### config.mk
export PLATFORM = sky130hd
export DESIGN_NAME = fifo_rd_ctrl
export DESIGN_NICKNAME = d
export VERILOG_FILES = /design/src/rtl/fifo_pkg.sv /design/src/rtl/sync_2ff.sv /design/src/rtl/fifo_rd_ctrl.sv
export SDC_FILE = /design/constraint.sdc
export NUM_CORES = 1
export LEC_CHECK = 0
export CAP_MARGIN = 20
export CORE_ASPECT_RATIO = 1.2
export CORE_MARGIN = 10
export CORE_UTILIZATION = 35
export DETAILED_ROUTE_END_ITERATION = 10
export DONT_BUFFER_PORTS = 1
export SLEW_MARGIN = 15
export SYNTH_ARGS = -nofsm -noshare
export SYNTH_HDL_FRONTEND = slang
export SYNTH_SLANG_ARGS = --single-unit
### constraint.sdc
create_clock -name rd_clk -period 5.15 [get_ports rd_clk]
set_input_delay 1.03 -clock rd_clk [delete_from_list [all_inputs] [get_ports rd_clk]]
set_output_delay 1.03 -clock rd_clk [all_outputs]
set_load 0.005 [all_outputs]
### src/rtl/fifo_pkg.sv
// Shared helpers for the async FIFO read/write controllers: pointer width
// derivation and Gray-code conversion.
package fifo_pkg;

    function automatic int unsigned addr_size(int unsigned depth);
        return $clog2(depth);
    endfunction

    // Operate at 32 bits; callers zero-extend and cast the result back.
    function automatic logic [31:0] bin2gray(logic [31:0] b);
        return b ^ (b >> 1);
    endfunction

    function automatic logic [31:0] gray2bin(logic [31:0] g);
        logic [31:0] b;
        b[31] = g[31];
        for (int i = 30; i >= 0; i--) begin
            b[i] = b[i+1] ^ g[i];
        end
        return b;
    endfunction

endpackage

### src/rtl/sync_2ff.sv
// Two-flop synchronizer for a Gray-coded pointer crossing clock domains.
module sync_2ff #(
    parameter int unsigned WIDTH = 1
) (
    input  logic             clk,
    input  logic             rst_n,
    input  logic [WIDTH-1:0] d,
    output logic [WIDTH-1:0] q
);

    logic [WIDTH-1:0] stage1_q;
    logic [WIDTH-1:0] stage2_q;

    always_ff @(posedge clk or negedge rst_n) begin
        if (!rst_n) begin
            stage1_q <= '0;
            stage2_q <= '0;
        end else begin
            stage1_q <= d;
            stage2_q <= stage1_q;
        end
    end

    assign q = stage2_q;

endmodule

### src/rtl/fifo_rd_ctrl.sv
// Async FIFO read-side controller: read pointer, empty/level flags and a
// two-entry first-word-fall-through output stage in front of a registered memory.
module fifo_rd_ctrl
    import fifo_pkg::*;
#(
    parameter int unsigned  DATASIZE  = 8,
    parameter int unsigned  DEPTH     = 16,
    parameter int unsigned  AE_THRESH = 2,
    localparam int unsigned ADDRSIZE  = addr_size(DEPTH)
) (
    input  logic                rd_clk,
    input  logic                rd_rst_n,
    input  logic [ADDRSIZE:0]   wr_ptr_gray,
    output logic [ADDRSIZE:0]   rd_ptr_gray,
    output logic [ADDRSIZE-1:0] rd_addr,
    output logic                rd_en,
    input  logic [DATASIZE-1:0] mem_data,
    output logic                empty,
    output logic                almost_empty,
    output logic [ADDRSIZE:0]   rd_level,
    output logic [DATASIZE-1:0] dout,
    output logic                dout_valid,
    input  logic                dout_ready
);

    localparam int unsigned PTR_W = ADDRSIZE + 1;

    logic [ADDRSIZE:0]   wr_ptr_gray_sync;
    logic [ADDRSIZE:0]   wr_ptr_bin_sync;
    logic [ADDRSIZE:0]   rd_ptr_bin_q, rd_ptr_bin_d;
    logic [ADDRSIZE:0]   rd_ptr_gray_q, rd_ptr_gray_d;
    logic                rd_inflight_q;
    logic [DATASIZE-1:0] dout_q, dout_d;
    logic                dout_valid_q, dout_valid_d;
    logic [DATASIZE-1:0] skid_q, skid_d;
    logic                skid_valid_q, skid_valid_d;
    logic                pop;
    logic                ret_unplaced;
    logic [1:0]          pending;

    sync_2ff #(
        .WIDTH (PTR_W)
    ) u_wr_ptr_sync (
        .clk   (rd_clk),
        .rst_n (rd_rst_n),
        .d     (wr_ptr_gray),
        .q     (wr_ptr_gray_sync)
    );

    // Status flags come straight from registers, never from the raw async input.
    always_comb begin
        wr_ptr_bin_sync = PTR_W'(gray2bin(32'(wr_ptr_gray_sync)));
        rd_level        = wr_ptr_bin_sync - rd_ptr_bin_q;
        empty           = (rd_ptr_gray_q == wr_ptr_gray_sync);
        almost_empty    = (32'(rd_level) <= AE_THRESH);
    end

    always_comb begin
        pop           = dout_valid_q && dout_ready;
        pending       = 2'(dout_valid_q) + 2'(skid_valid_q) + 2'(rd_inflight_q);
        rd_en         = !empty && ((pending < 2'd2) || pop);
        rd_ptr_bin_d  = rd_ptr_bin_q + PTR_W'(rd_en);
        rd_ptr_gray_d = PTR_W'(bin2gray(32'(rd_ptr_bin_d)));
    end

    // Output stage: dout is always the oldest word; the skid entry only fills
    // when a returning word cannot go straight into dout.
    always_comb begin
        dout_d       = dout_q;
        dout_valid_d = dout_valid_q;
        skid_d       = skid_q;
        skid_valid_d = skid_valid_q;
        ret_unplaced = rd_inflight_q;
        if (!dout_valid_q || pop) begin
            if (skid_valid_q) begin
                dout_d       = skid_q;
                dout_valid_d = 1'b1;
                skid_valid_d = 1'b0;
            end else if (rd_inflight_q) begin
                dout_d       = mem_data;
                dout_valid_d = 1'b1;
                ret_unplaced = 1'b0;
            end else begin
                dout_valid_d = 1'b0;
            end
        end
        if (ret_unplaced) begin
            skid_d       = mem_data;
            skid_valid_d = 1'b1;
        end
    end

    always_ff @(posedge rd_clk or negedge rd_rst_n) begin
        if (!rd_rst_n) begin
            rd_ptr_bin_q  <= '0;
            rd_ptr_gray_q <= '0;
            rd_inflight_q <= 1'b0;
            dout_q        <= '0;
            dout_valid_q  <= 1'b0;
            skid_q        <= '0;
            skid_valid_q  <= 1'b0;
        end else begin
            rd_ptr_bin_q  <= rd_ptr_bin_d;
            rd_ptr_gray_q <= rd_ptr_gray_d;
            rd_inflight_q <= rd_en;
            dout_q        <= dout_d;
            dout_valid_q  <= dout_valid_d;
            skid_q        <= skid_d;
            skid_valid_q  <= skid_valid_d;
        end
    end

    assign rd_ptr_gray = rd_ptr_gray_q;
    assign rd_addr     = rd_ptr_bin_q[ADDRSIZE-1:0];
    assign dout        = dout_q;
    assign dout_valid  = dout_valid_q;

endmodule

==> flow_summary.toml <==
[global_route]
grt_pass1_wl_um = 5100
antenna_found_initial = 0
grt_pass1_vias = 1028
grt_max_degree = 39
grt_usage_pct = 8.79
grt_remaining_overflow = 0

[route]
via_per_inst = 4.94
drc_errors = 0
vias = 914
routedWlPerCell_um = 16.9
drt-initial-drc-count = 40
routed_wirelength_um = 3130
dr.pass1.iters = 4
route.antenna.remaining_nets = 0

[clock_network]
htreeDepth = 2
clk_path_buf_depth = 2
cts_made_buffers = 5
post_cts_buffers = 0
cts_sinks = 38
cts_tree = "yes"
clk_latency_ns = 0.28
root_buffer = "clkbuf_8"
cts.clk_slew.worst_paths_ns = 0.07
cts_resized = 0
hold_buffers = 0

[synthesis]
synth_cell_types = 22
synth_top_family_by_area = "multiplexers"
synth_fa_ha_area_share_pct = 7.34
synth-seq-area-share_pct = 59.3
yosysWarningCount = 0
synth.mux.area_fraction_pct = 10.6
synth_simple_gate_area_share_pct = 4.84
postSynthCellCount = 124
syn-num-nets = 148
synth_compound_area_share_pct = 5.62
avgSynthCellArea_um2 = 12.9
ys_ff_latch = 38
syn-cell-area_um2 = 1600
synthXorXnorAreaFrac_pct = 10.4

[sta]
tns_ns = 0
fin_crit_ns = 4.43
relSlewSlack_pct = 39.7
skew_ns = 0.00520
finalSetupViolations = 0
fmax_ghz = 0.225
maxSlewViolCount = 0
tightestPinTransition_ns = 0.901
fin_crit_sh_pct = 86.1
finalWorstSetupSlack_ns = 0.715
rsz0062_at_grt = "false"
hold_violations = 0

[finish]
fin_nets = 153
final_cells = 185
layout_commonest_cell = "dfrtp_1"
n_antenna_cell = 0
syn_to_final_growth_pct = 8.67
final_cell_mix = "dfrtp_1 (38), nor2_1 (12), a21oi_1 (12)"
drive_gt1_share_pct = 10.9
finalInstanceArea_um2 = 1740
utilization_pct = 40.0

[floorplanning]
row_count = 26
start_util_pct = 36.8
die_area_um2 = 7700
die_x_um = 81.8
die_y_um = 94.1
io_pins = 42
core-area_um2 = 4360

[worst_setup_path]
worst_ep_required_time_ns = 4.12
r2r_setup_slack_ns = 2.92
cp-start-kind = "flop"
setup.worst_path.start = "u_wr_ptr_sync.q[3]$_DFF_PN0_"
path_class = "flop to output port"
cp_data_arrival_time_ns = 3.40
path_max_fanout = 3
endpoint_kind = "output port"
crit_end = "almost_empty"
reg2reg_from = "u_wr_ptr_sync.q[0]$_DFF_PN0_"
r2r_end = "rd_ptr_gray[1]$_DFF_PN0_"
rr_worst_depth = 8

[power]
p_leak_nw = 0.770
powerDensity_nw_per_um2 = 666
vdd.ir_drop.worst_v = 0.000263

[placement]
dp_hpwl_um = 2460
gp_congestion = 0.884
dpl_cell_area_um2 = 1670
port_buffers = 0
place_ws_ns = 0.976
placed_cells = 178

[status]
status = "complete, no violations"

[hold_path]
hold_path_class = "flop to flop"

[job]
cap_viol_max_count = 0
-- flip-flops by register name, summed over array words and instances (netlist names), 4 cells and up --
register and count:
dout 8, skid_q 8, rd_ptr_bin_q 5, u_wr_ptr_sync.q 5
u_wr_ptr_sync.stage1_q 5, rd_ptr_gray 4
-- synth_stat cells --
library cell	number	share of area, %
o21ai_2	1	0.55
nand2_1	1	0.23
mux2i_1	8	5.0
a21oi_1	12	3.7
xor2_1	10	5.5
nor2b_1	1	0.39
a2111oi_0	1	0.55
buf_1	1	0.23
a21o_1	1	0.47
nand3_1	2	0.62
inv_1	6	1.4
mux2_2	8	5.6
nand2b_1	1	0.39
clkbuf_1	1	0.23
xnor2_1	9	4.9
ha_1	7	5.5
maj3_1	1	0.62
nand4_1	1	0.39
o21ai_0	1	0.31
fa_1	1	1.2
nor2_1	12	2.8
dfrtp_1	38	59
-- per-stage QoR --
step | total power, W | hold WS [ns]
floorplan | 0.000882 | 0.331
global placement | 0.000970 | 0.334
detailed placement | 0.000998 | 0.338
CTS | 0.00119 | 0.352
global route | 0.00127 | 0.360
finish | 0.00116 | 0.348
-- per-layer routing --
metal	up-vias	routed length (um)	GRT usage, %
li1	424	-	-
met1	448	1080	8.41
met2	36	1480	13.9
met3	6	515	6.70
met4	0	50	3.41
met5	-	0	0
-- critical path, stage by stage, from the launching register on --
cell and delay, ns:
dfrtp_1 0.39, xor2_1 0.25, xor2_1 0.25, xor2_1 0.35, xnor2_1 0.18, ha_1 0.20
inv_1 0.06, fa_1 0.39, a21o_1 0.20, a21oi_1 0.18, xor2_1 0.12, a2111oi_0 0.56
-- how the worst min path moves through the flow --
stage	start	to	slack [ns]	cells past startpoint
detailed placement	u_wr_ptr_sync.stage1_q[1]$_DFF_PN0_	u_wr_ptr_sync.q[1]$_DFF_PN0_	0.34	0
global route	u_wr_ptr_sync.stage1_q[2]$_DFF_PN0_	u_wr_ptr_sync.q[2]$_DFF_PN0_	0.36	0
floorplan	u_wr_ptr_sync.stage1_q[0]$_DFF_PN0_	u_wr_ptr_sync.q[0]$_DFF_PN0_	0.33	0
finish	u_wr_ptr_sync.stage1_q[1]$_DFF_PN0_	u_wr_ptr_sync.q[1]$_DFF_PN0_	0.35	0
global placement	u_wr_ptr_sync.stage1_q[1]$_DFF_PN0_	u_wr_ptr_sync.q[1]$_DFF_PN0_	0.33	0
CTS	u_wr_ptr_sync.stage1_q[1]$_DFF_PN0_	u_wr_ptr_sync.q[1]$_DFF_PN0_	0.35	0
-- area by class of cell --
type	count	area, um2
clock buffers	7	76.3
fillers	453	2620
inverters	6	22.5
multi-input cells	78	622
flip-flops and latches	38	951
well taps	56	70.1
-- cell families after synthesis --
kind of cell | count (synthesis)
flip-flops | 38
XOR/XNOR | 19
AND/OR/NAND/NOR | 18
AO/OA/AOI/OAI | 16
multiplexers | 16
adder cells (fa/ha/maj) | 9
buffers and inverters | 8
-- where the power goes --
part / total, W / leakage [nW] / switching (W) / internal [W]
clock: 0.000183 / 0.0383 / 0.0000899 / 0.0000930
sequential: 0.000542 / 0.435 / 0.000122 / 0.000420
combinational: 0.000434 / 0.297 / 0.000225 / 0.000210
Power figures use the tool's default switching activity.
